<file path="config.mk">
export PLATFORM = sky130hd
export DESIGN_NAME = pipe_add_ncarry
export DESIGN_NICKNAME = d
export VERILOG_FILES = /design/src/rtl/pipe_add_ncarry.sv
export SDC_FILE = /design/constraint.sdc
export NUM_CORES = 1
export LEC_CHECK = 0
export CAP_MARGIN = 20
export CORE_MARGIN = 2
export CORE_UTILIZATION = 50
export CTS_BUF_LIST = sky130_fd_sc_hd__clkbuf_16
export DETAILED_ROUTE_END_ITERATION = 8
export PLACE_DENSITY = 0.8
export SLEW_MARGIN = 25
export SYNTH_ARGS = -nofsm -noshare
export SYNTH_HDL_FRONTEND = slang
export SYNTH_SLANG_ARGS = --single-unit
export TNS_END_PERCENT = 1
</file>
<file path="constraint.sdc">
create_clock -name clk_i -period 5.1 [get_ports clk_i]
set_input_delay 0.51 -clock clk_i [delete_from_list [all_inputs] [get_ports clk_i]]
set_output_delay 0.51 -clock clk_i [all_outputs]
set_load 0.05 [all_outputs]
</file>
<file path="src/rtl/pipe_add_ncarry.sv">
// Pipelined ripple-carry adder/subtractor: WIDTH bits split into STAGES chunks,
// carry registered between chunks, operands skewed in and sums deskewed out.
module pipe_add_ncarry #(
    parameter int WIDTH  = 16,
    parameter int STAGES = 4
) (
    input  logic             clk_i,
    input  logic             rstn_i,
    input  logic             en_i,
    input  logic             valid_i,
    input  logic             sub_i,
    input  logic [WIDTH-1:0] a_i,
    input  logic [WIDTH-1:0] b_i,
    input  logic             ci_i,
    output logic             valid_o,
    output logic [WIDTH-1:0] s_o,
    output logic             co_o,
    output logic             ovf_o
);
    localparam int C = WIDTH / STAGES;

    if (WIDTH < 2 || STAGES < 1 || (WIDTH % STAGES) != 0) begin : g_param_check
        $error("pipe_add_ncarry: WIDTH must be >= 2 and a multiple of STAGES");
    end

    logic [WIDTH-1:0]  b_eff;
    logic              cin_eff;
    logic [STAGES-1:0] carry_q;
    logic [WIDTH-1:0]  sum_out;
    logic              msb_a;
    logic              msb_b;
    logic              msb_s;
    logic              msb_cout;
    logic              ovf_next;
    logic [STAGES-1:0] valid_reg;
    logic              ovf_reg;

    // Subtraction is a + ~b + 1; the user carry-in is dropped in that mode.
    assign b_eff   = sub_i ? ~b_i : b_i;
    assign cin_eff = sub_i ? 1'b1 : ci_i;

    for (genvar gi = 0; gi < STAGES; gi++) begin : g_chunk
        logic [C-1:0] op_a;
        logic [C-1:0] op_b;
        logic         c_in;
        logic [C:0]   chunk_sum;
        logic         carry_reg;
        logic [C-1:0] sum_dly_reg [STAGES-gi];

        if (gi == 0) begin : g_head
            assign op_a = a_i[C-1:0];
            assign op_b = b_eff[C-1:0];
            assign c_in = cin_eff;
        end else begin : g_skew
            // Chunk gi waits gi cycles so it lines up with the carry from chunk gi-1.
            logic [C-1:0] a_skew_reg [gi];
            logic [C-1:0] b_skew_reg [gi];

            always_ff @(posedge clk_i) begin
                if (!rstn_i) begin
                    for (int i = 0; i < gi; i++) begin
                        a_skew_reg[i] <= '0;
                        b_skew_reg[i] <= '0;
                    end
                end else if (en_i) begin
                    a_skew_reg[0] <= a_i[gi*C +: C];
                    b_skew_reg[0] <= b_eff[gi*C +: C];
                    for (int i = 1; i < gi; i++) begin
                        a_skew_reg[i] <= a_skew_reg[i-1];
                        b_skew_reg[i] <= b_skew_reg[i-1];
                    end
                end
            end

            assign op_a = a_skew_reg[gi-1];
            assign op_b = b_skew_reg[gi-1];
            assign c_in = carry_q[gi-1];
        end

        assign chunk_sum = {1'b0, op_a} + {1'b0, op_b} + {{C{1'b0}}, c_in};

        // Element 0 is the stage register; the rest hold the chunk until the MSB chunk is done.
        always_ff @(posedge clk_i) begin
            if (!rstn_i) begin
                carry_reg <= 1'b0;
                for (int i = 0; i < STAGES - gi; i++) begin
                    sum_dly_reg[i] <= '0;
                end
            end else if (en_i) begin
                carry_reg      <= chunk_sum[C];
                sum_dly_reg[0] <= chunk_sum[C-1:0];
                for (int i = 1; i < STAGES - gi; i++) begin
                    sum_dly_reg[i] <= sum_dly_reg[i-1];
                end
            end
        end

        assign carry_q[gi]        = carry_reg;
        assign sum_out[gi*C +: C] = sum_dly_reg[STAGES-1-gi];

        if (gi == STAGES - 1) begin : g_msb
            assign msb_a    = op_a[C-1];
            assign msb_b    = op_b[C-1];
            assign msb_s    = chunk_sum[C-1];
            assign msb_cout = chunk_sum[C];
        end
    end

    // Carry into the MSB is recovered as a ^ b ^ sum at that bit.
    assign ovf_next = msb_a ^ msb_b ^ msb_s ^ msb_cout;

    always_ff @(posedge clk_i) begin
        if (!rstn_i) begin
            valid_reg <= '0;
            ovf_reg   <= 1'b0;
        end else if (en_i) begin
            valid_reg[0] <= valid_i;
            for (int i = 1; i < STAGES; i++) begin
                valid_reg[i] <= valid_reg[i-1];
            end
            ovf_reg <= ovf_next;
        end
    end

    assign valid_o = valid_reg[STAGES-1];
    assign s_o     = sum_out;
    assign co_o    = carry_q[STAGES-1];
    assign ovf_o   = ovf_reg;

endmodule

</file>
==> impl_results.md, run 1 <==
* Placed wire-length estimate at 3670 um
* Clk sinks at 97
* Worst-case clock buffer depth at 2
* Fillers at 612
* Worst r2r src: g_chunk[2].g_skew.a_skew_reg[0][4]
* Overflow after GRT at 0
* Clock slew at reported path FFs at 0.06 ns
* Final setup violation count at 0
* Syn Inst Count at 309
* Tot GR Track Use at 0.139
* CP max stage cell: clkdlybuf4s50_1
* # DRC at 0
* Max frequency at 356 MHz
* Critical Path RT at 5.19 ns
* Initial Util at 0.519
* Clk_skew at 0.00408 ns
* Hold_buf cts at 0
* Initial DRC Count at 119
* Router iterations before antenna repair at 4
* Final Power at 0.00186 W
* Status: finished clean
* Vert. Die Dim at 96.8 um
* Fin. Hold Viols at 0
* Setup TNS Final at 0 ns
* Total vias in the final route at 2309
* Cell Chain, Critical Path: clkdlybuf4s50_1 -> xnor2_1 -> fa_1 -> inv_1 -> fa_1 -> and3_1
* Setup slack, reg-to-reg at 3.28 ns
* Synth-to-Final Area Change at 20.4%
* GPL Wtd Cong at 0.761
* Mapped cell area at 4310 sq um
* Pin count of the biggest net entering global routing at 89
* Core area at 8300 sq um
* Kind of critical path: in2reg
* Power per standard cell area at 359 nW/um^2
* CP startpoint: sub_i
* DRT antenna net count at 0
* Worst Min Path Start: co_o
* Worst EP arrival at 2.90 ns
* Worst min path class: reg2reg
* Max FFs per register at 40
* Die X at 96.8 um
* Final worst-path setup slack at 2.29 ns
* Synth unique cells at 27
* Num CTS Buffers at 9
* Slew margin rel. at 0.442
* Max-slew violation count at 0
* Row count at 33
* Met2 WL at 2970 um
* CTS tree: built
* Fin nets at 408
* WL final at 6230 um
* Share of cells above drive strength 1 at 0.0676
* Crit-path max cell delay at 1.02 ns
* Slew @ Worst Pin at 0.835 ns
* Clock period minus worst slack at 2.81 ns
* Peak supply drop at 173 uV
* Total number of yosys warnings at 0
* CP Launch Type: input pin
* Die area at 9380 sq um
* Initial antenna violation count at 0
* Via/cell ratio at 5.02
* Crit path max fanout at 17
* DR WL/cell at 13.5 um
* IO buf count at 56
* Ports at 57
* Vias in the first global route at 2260
* Leakage at 2.24 nW
* Top layer reached by signal wires: met4
* DRT met1 WL at 2770 um
* Root buf cell: clkbuf_16
* Avg Inst Size Synth at 13.9 sq um
* Period utilization at 0.551
* Max_cap viols at 0
* Mapped Nets at 367
* Htree depth at 3
* Most used cell, CP: fa_1
* Inserted Diodes at 0
* Postcts setup bufs at 0
* Detailed-routed wire length on met3 at 280 um
* First-pass GRT wire length at 10400 um
* Synth Register Bits at 97
* CP endpoint kind: flip-flop
* Seq/Total Area, Yosys at 0.655
* Clk Latency, worst-skew pair at 0.33 ns
* Post-cts sizing count at 0
* RSZ-0062 raised after global routing: no
* Worst slack at placement at 1.91 ns
-- per-stage QoR --
step	std cells	instance area, sq um	hold WS [ns]	utilization
after floorplan	309	4310	0.482	-
final	460	5190	0.485	0.625
after detailed placement	443	4850	0.479	0.584
after global placement	443	4850	0.472	0.584
after global routing	460	5190	0.520	0.625
after CTS	459	5160	0.494	0.622
-- Yosys cell counts --
master / number / area (sq um)
a21o_1: 4 / 30.0
clkbuf_1: 8 / 30.0
nand2_1: 4 / 15.0
o2bb2ai_2: 1 / 15.0
xor2_1: 7 / 61.3
and3_1: 65 / 407
nor3_1: 2 / 10.0
nor2b_1: 7 / 43.8
nor3b_1: 1 / 7.51
ha_1: 12 / 150
buf_4: 12 / 90.1
a31oi_1: 1 / 6.26
dfxtp_1: 9 / 180
o21ai_0: 4 / 20.0
xnor2_1: 16 / 140
nand2b_1: 2 / 12.5
inv_1: 10 / 37.5
a21oi_4: 1 / 16.3
buf_2: 9 / 45.0
a21oi_1: 7 / 35.0
o211a_1: 1 / 10.0
edfxtp_1: 88 / 2640
fa_1: 8 / 160
a21boi_0: 1 / 7.51
o21ai_1: 2 / 10.0
nor2_1: 23 / 86.3
mux2i_1: 4 / 40.0
-- kinds of logic after synthesis --
family | share of synthesized area
and+or+nand+nor | 0.135
DFF | 0.655
buffers and inverters | 0.0470
xor gates and xnor gates | 0.0467
AOI/OAI and AO/OA | 0.0348
adders and majority gates | 0.0720
muxes | 0.00929
-- report_power, final --
part           internal [W]  total, W  leakage, nW  switching [W]
registers          0.000932  0.000951         1.04      0.0000184
clock network      0.000425  0.000691        0.159       0.000266
logic             0.0000972  0.000219         1.05       0.000122
-- metal layers --
metal  global-route usage  up-vias
li1                     -     1179
met1                0.170     1054
met2                0.228       62
met3               0.0217       14
met4               0.0910        0
met5                    0        -
-- placed cells by master, fill, tap and decap left out --
cell type,instances
a21boi_0,1
a21o_1,4
a21oi_1,7
a21oi_4,1
a31oi_1,1
and3_1,65
buf_16,1
buf_2,2
buf_4,2
bufinv_16,2
clkbuf_16,9
clkdlybuf4s50_1,54
clkinv_2,5
dfxtp_1,9
edfxtp_1,88
fa_1,8
ha_1,12
inv_1,10
mux2i_1,4
nand2_1,4
nand2b_1,1
nand2b_4,1
nor2_1,23
nor2b_1,7
nor3_1,2
nor3b_1,1
o211a_1,1
o21ai_0,4
o21ai_1,2
o2bb2ai_2,1
xnor2_1,16
xor2_1,7
-- path summary, 6_finish.rpt --
check                           depth (start not counted)                      endpoint
worst min register to register                          1                          co_o
worst max-delay path                                    6  g_chunk[0].sum_dly_reg[0][1]
worst max register to register                          5          g_chunk[2].carry_reg
worst min-delay path                                    1                          co_o
-- cell type report --
cell class,count,area (sq um),share of cell area
multi-input cells,173,1290,0.249
inverters,10,37.5,0.00724
repair buffers,59,593,0.114
clock buffers,9,225,0.0434
clock inverters,7,85.1,0.0164
flip-flops and latches,97,2820,0.544
well taps,105,131,0.0253
-- critical path, delay by kind of cell --
family / cells / cell delay, ns
buffers and inverters: 2 / 1.11
xor gates and xnor gates: 1 / 0.22
and+or+nand+nor: 1 / 0.18
adders and majority gates: 2 / 0.88
Power figures use the tool's default switching activity.
==> run 2, diff against run 1 <==
==> constraint.sdc (replaced) <==
create_clock -name clk_i -period 2.8 [get_ports clk_i]
set_input_delay 0.28 -clock clk_i [delete_from_list [all_inputs] [get_ports clk_i]]
set_output_delay 0.28 -clock clk_i [all_outputs]
set_load 0.05 [all_outputs]
==> run 2 against run 1 <==
Net effect:
- sequential cell count did not move
- first-iteration DRC count grew 17%
- core utilization down 0.090 points
- final cell count is 0.65% higher
- clock power increased by 69%
- setup slack lost 1.7 ns
- via count grew 1.2%
- sequential power up 82%
- combinational power rose by 82%
- final area shrank 0.14%
- clock skew decreased by 0.0011 ns
- global-route usage up 0.51 points
- critical endpoint is now g_chunk[0].sum_dly_reg[0][3]
==> impl_results.md, run 2 (synthesized netlist as in run 1, its figures left out) <==
* CP endpoint kind: flip-flop
* Hold_buf cts at 0
* Router iterations before antenna repair at 4
* Htree depth at 3
* Most common cell after layout, fill and taps aside: edfxtp_1
* Clk sinks at 97
* Power per standard cell area at 637 nW/um^2
* Crit path max fanout at 11
* Max-slew violation count at 0
* Clk_skew at 0.00301 ns
* Worst EP arrival at 2.22 ns
* Max FFs per register at 40
* Hold endpoint: ovf_o
* Postcts setup bufs at 0
* Fin. Hold Viols at 0
* IO buf count at 56
* Setup TNS Final at 0 ns
* Clock slew at reported path FFs at 0.06 ns
* Met2 global-route usage at 0.246
* Met1 Usage GRT at 0.170
* CTS tree: built
* Cell Chain, Critical Path: clkdlybuf4s50_1 -> buf_4 -> xor2_1 -> ha_1 -> nor2b_1 -> o21ai_1 -> nor3b_1 -> nor3_1
* Peak supply drop at 253 uV
* Crit-path leading delay family: buffers and inverters
* DR WL/cell at 13.6 um
* Period utilization at 0.774
* First-pass GRT wire length at 10900 um
* Row count at 33
* DRT antenna net count at 0
* Setup slack, reg-to-reg at 0.95 ns
* Post-cts sizing count at 0
* Worst Min Path Start: en_i
* Leakage at 2.24 nW
* Fin area at 5180 sq um
* Max frequency at 462 MHz
* Initial DRC Count at 139
* Slew margin rel. at 0.479
* Critical Path RT at 2.85 ns
* Placed wire-length estimate at 4090 um
* Final worst-path setup slack at 0.633 ns
* Fin util at 0.624
* Share of cells above drive strength 1 at 0.0670
* Pin count of the biggest net entering global routing at 60
* Overflow after GRT at 0
* Final setup violation count at 0
* Worst-case clock buffer depth at 2
* Worst min path class: in2reg
* WHS Path Cells at 2
* Clk Latency, worst-skew pair at 0.33 ns
* WL final at 6290 um
* RSZ-0062 raised after global routing: no
* Total vias in the final route at 2337
* FF-to-FF path depth at 5
* Synth-to-Final Area Change at 20.2%
* Max_cap viols at 0
* Placed cell areas at 4890 sq um
* Vias in the first global route at 2372
* Die X at 96.8 um
* Kind of critical path: in2reg
* Layer with the highest usage: met2
* GPL Wtd Cong at 0.776
* Inserted Diodes at 0
* Vert. Die Dim at 96.8 um
* Most frequent cells in the layout: edfxtp_1, and3_1, clkdlybuf4s50_1
* Clock period minus worst slack at 2.17 ns
* Num CTS Buffers at 9
* Status: finished clean
* Crit-path max cell delay at 0.54 ns
* Met3 Use GR at 0.0419
* Initial antenna violation count at 0
* Worst Path Buf+Inv at 2
* Die area at 9380 sq um
* # DRC at 0
* Initial Util at 0.519
* Tot GR Track Use at 0.144
* Hold WS at 0.370 ns
* Core area at 8300 sq um
* CP Launch Type: input pin
* Fin nets at 411
* Via/cell ratio at 5.05
* Slew @ Worst Pin at 0.780 ns
* CP max stage cell: clkdlybuf4s50_1
* Worst slack at placement at 0.258 ns
* Reg-to-reg endpoint: g_chunk[2].carry_reg
* Root buf cell: clkbuf_16
* Ports at 57
* Worst r2r src: g_chunk[2].g_skew.a_skew_reg[0][4]
==> run 2: cell count changes in the layout (fill, tap and decap cells not counted), sizes merged <==
cell,previous run,this run
inv,10,11
buf,5,8
clkinv,5,4
bufinv,2,1
clkinvlp,0,1
==> run 2: worst max-delay path by stage <==
stage / from / slack, ns / cells after the start / end
after CTS: sub_i / 0.62 / 8 / g_chunk[0].sum_dly_reg[0][3]
after detailed placement: sub_i / 0.26 / 8 / g_chunk[0].sum_dly_reg[0][3]
after global placement: sub_i / 0.43 / 8 / g_chunk[0].sum_dly_reg[0][3]
after global routing: sub_i / 0.45 / 8 / g_chunk[0].sum_dly_reg[0][3]
after floorplan: en_i / 0.65 / 3 / g_chunk[0].sum_dly_reg[0][0]
final: sub_i / 0.63 / 8 / g_chunk[0].sum_dly_reg[0][3]
==> run 2: report_power, final <==
part	total, W	switching (W)	leakage (nW)	internal, W
logic	0.000399	0.000222	1.06	0.000178
registers	0.00173	0.0000338	1.04	0.00170
clock network	0.00117	0.000486	0.142	0.000682
==> run 2: metal layers <==
| layer | routed length (um) | part of all wire |
|---|---|---|
| met1 | 2710 | 0.43 |
| met2 | 3180 | 0.51 |
| met3 | 288 | 0.046 |
| met4 | 103 | 0.016 |
| met5 | 0 | 0 |
==> run 2: area by class of cell <==
class,count,area [sq um]
clock buffer,9,225
clock inverter,7,62.6
fill,641,3120
inverter,10,37.5
multi-input combinational,173,1290
sequential,97,2820
tap,105,131
timing repair buffer,62,608
==> run 2: per-stage QoR <==
step	std cells	power [W]
after CTS	463	0.00332
final	463	0.00330
after global routing	463	0.00343
after floorplan	309	0.00203
after detailed placement	447	0.00216
after global placement	447	0.00214
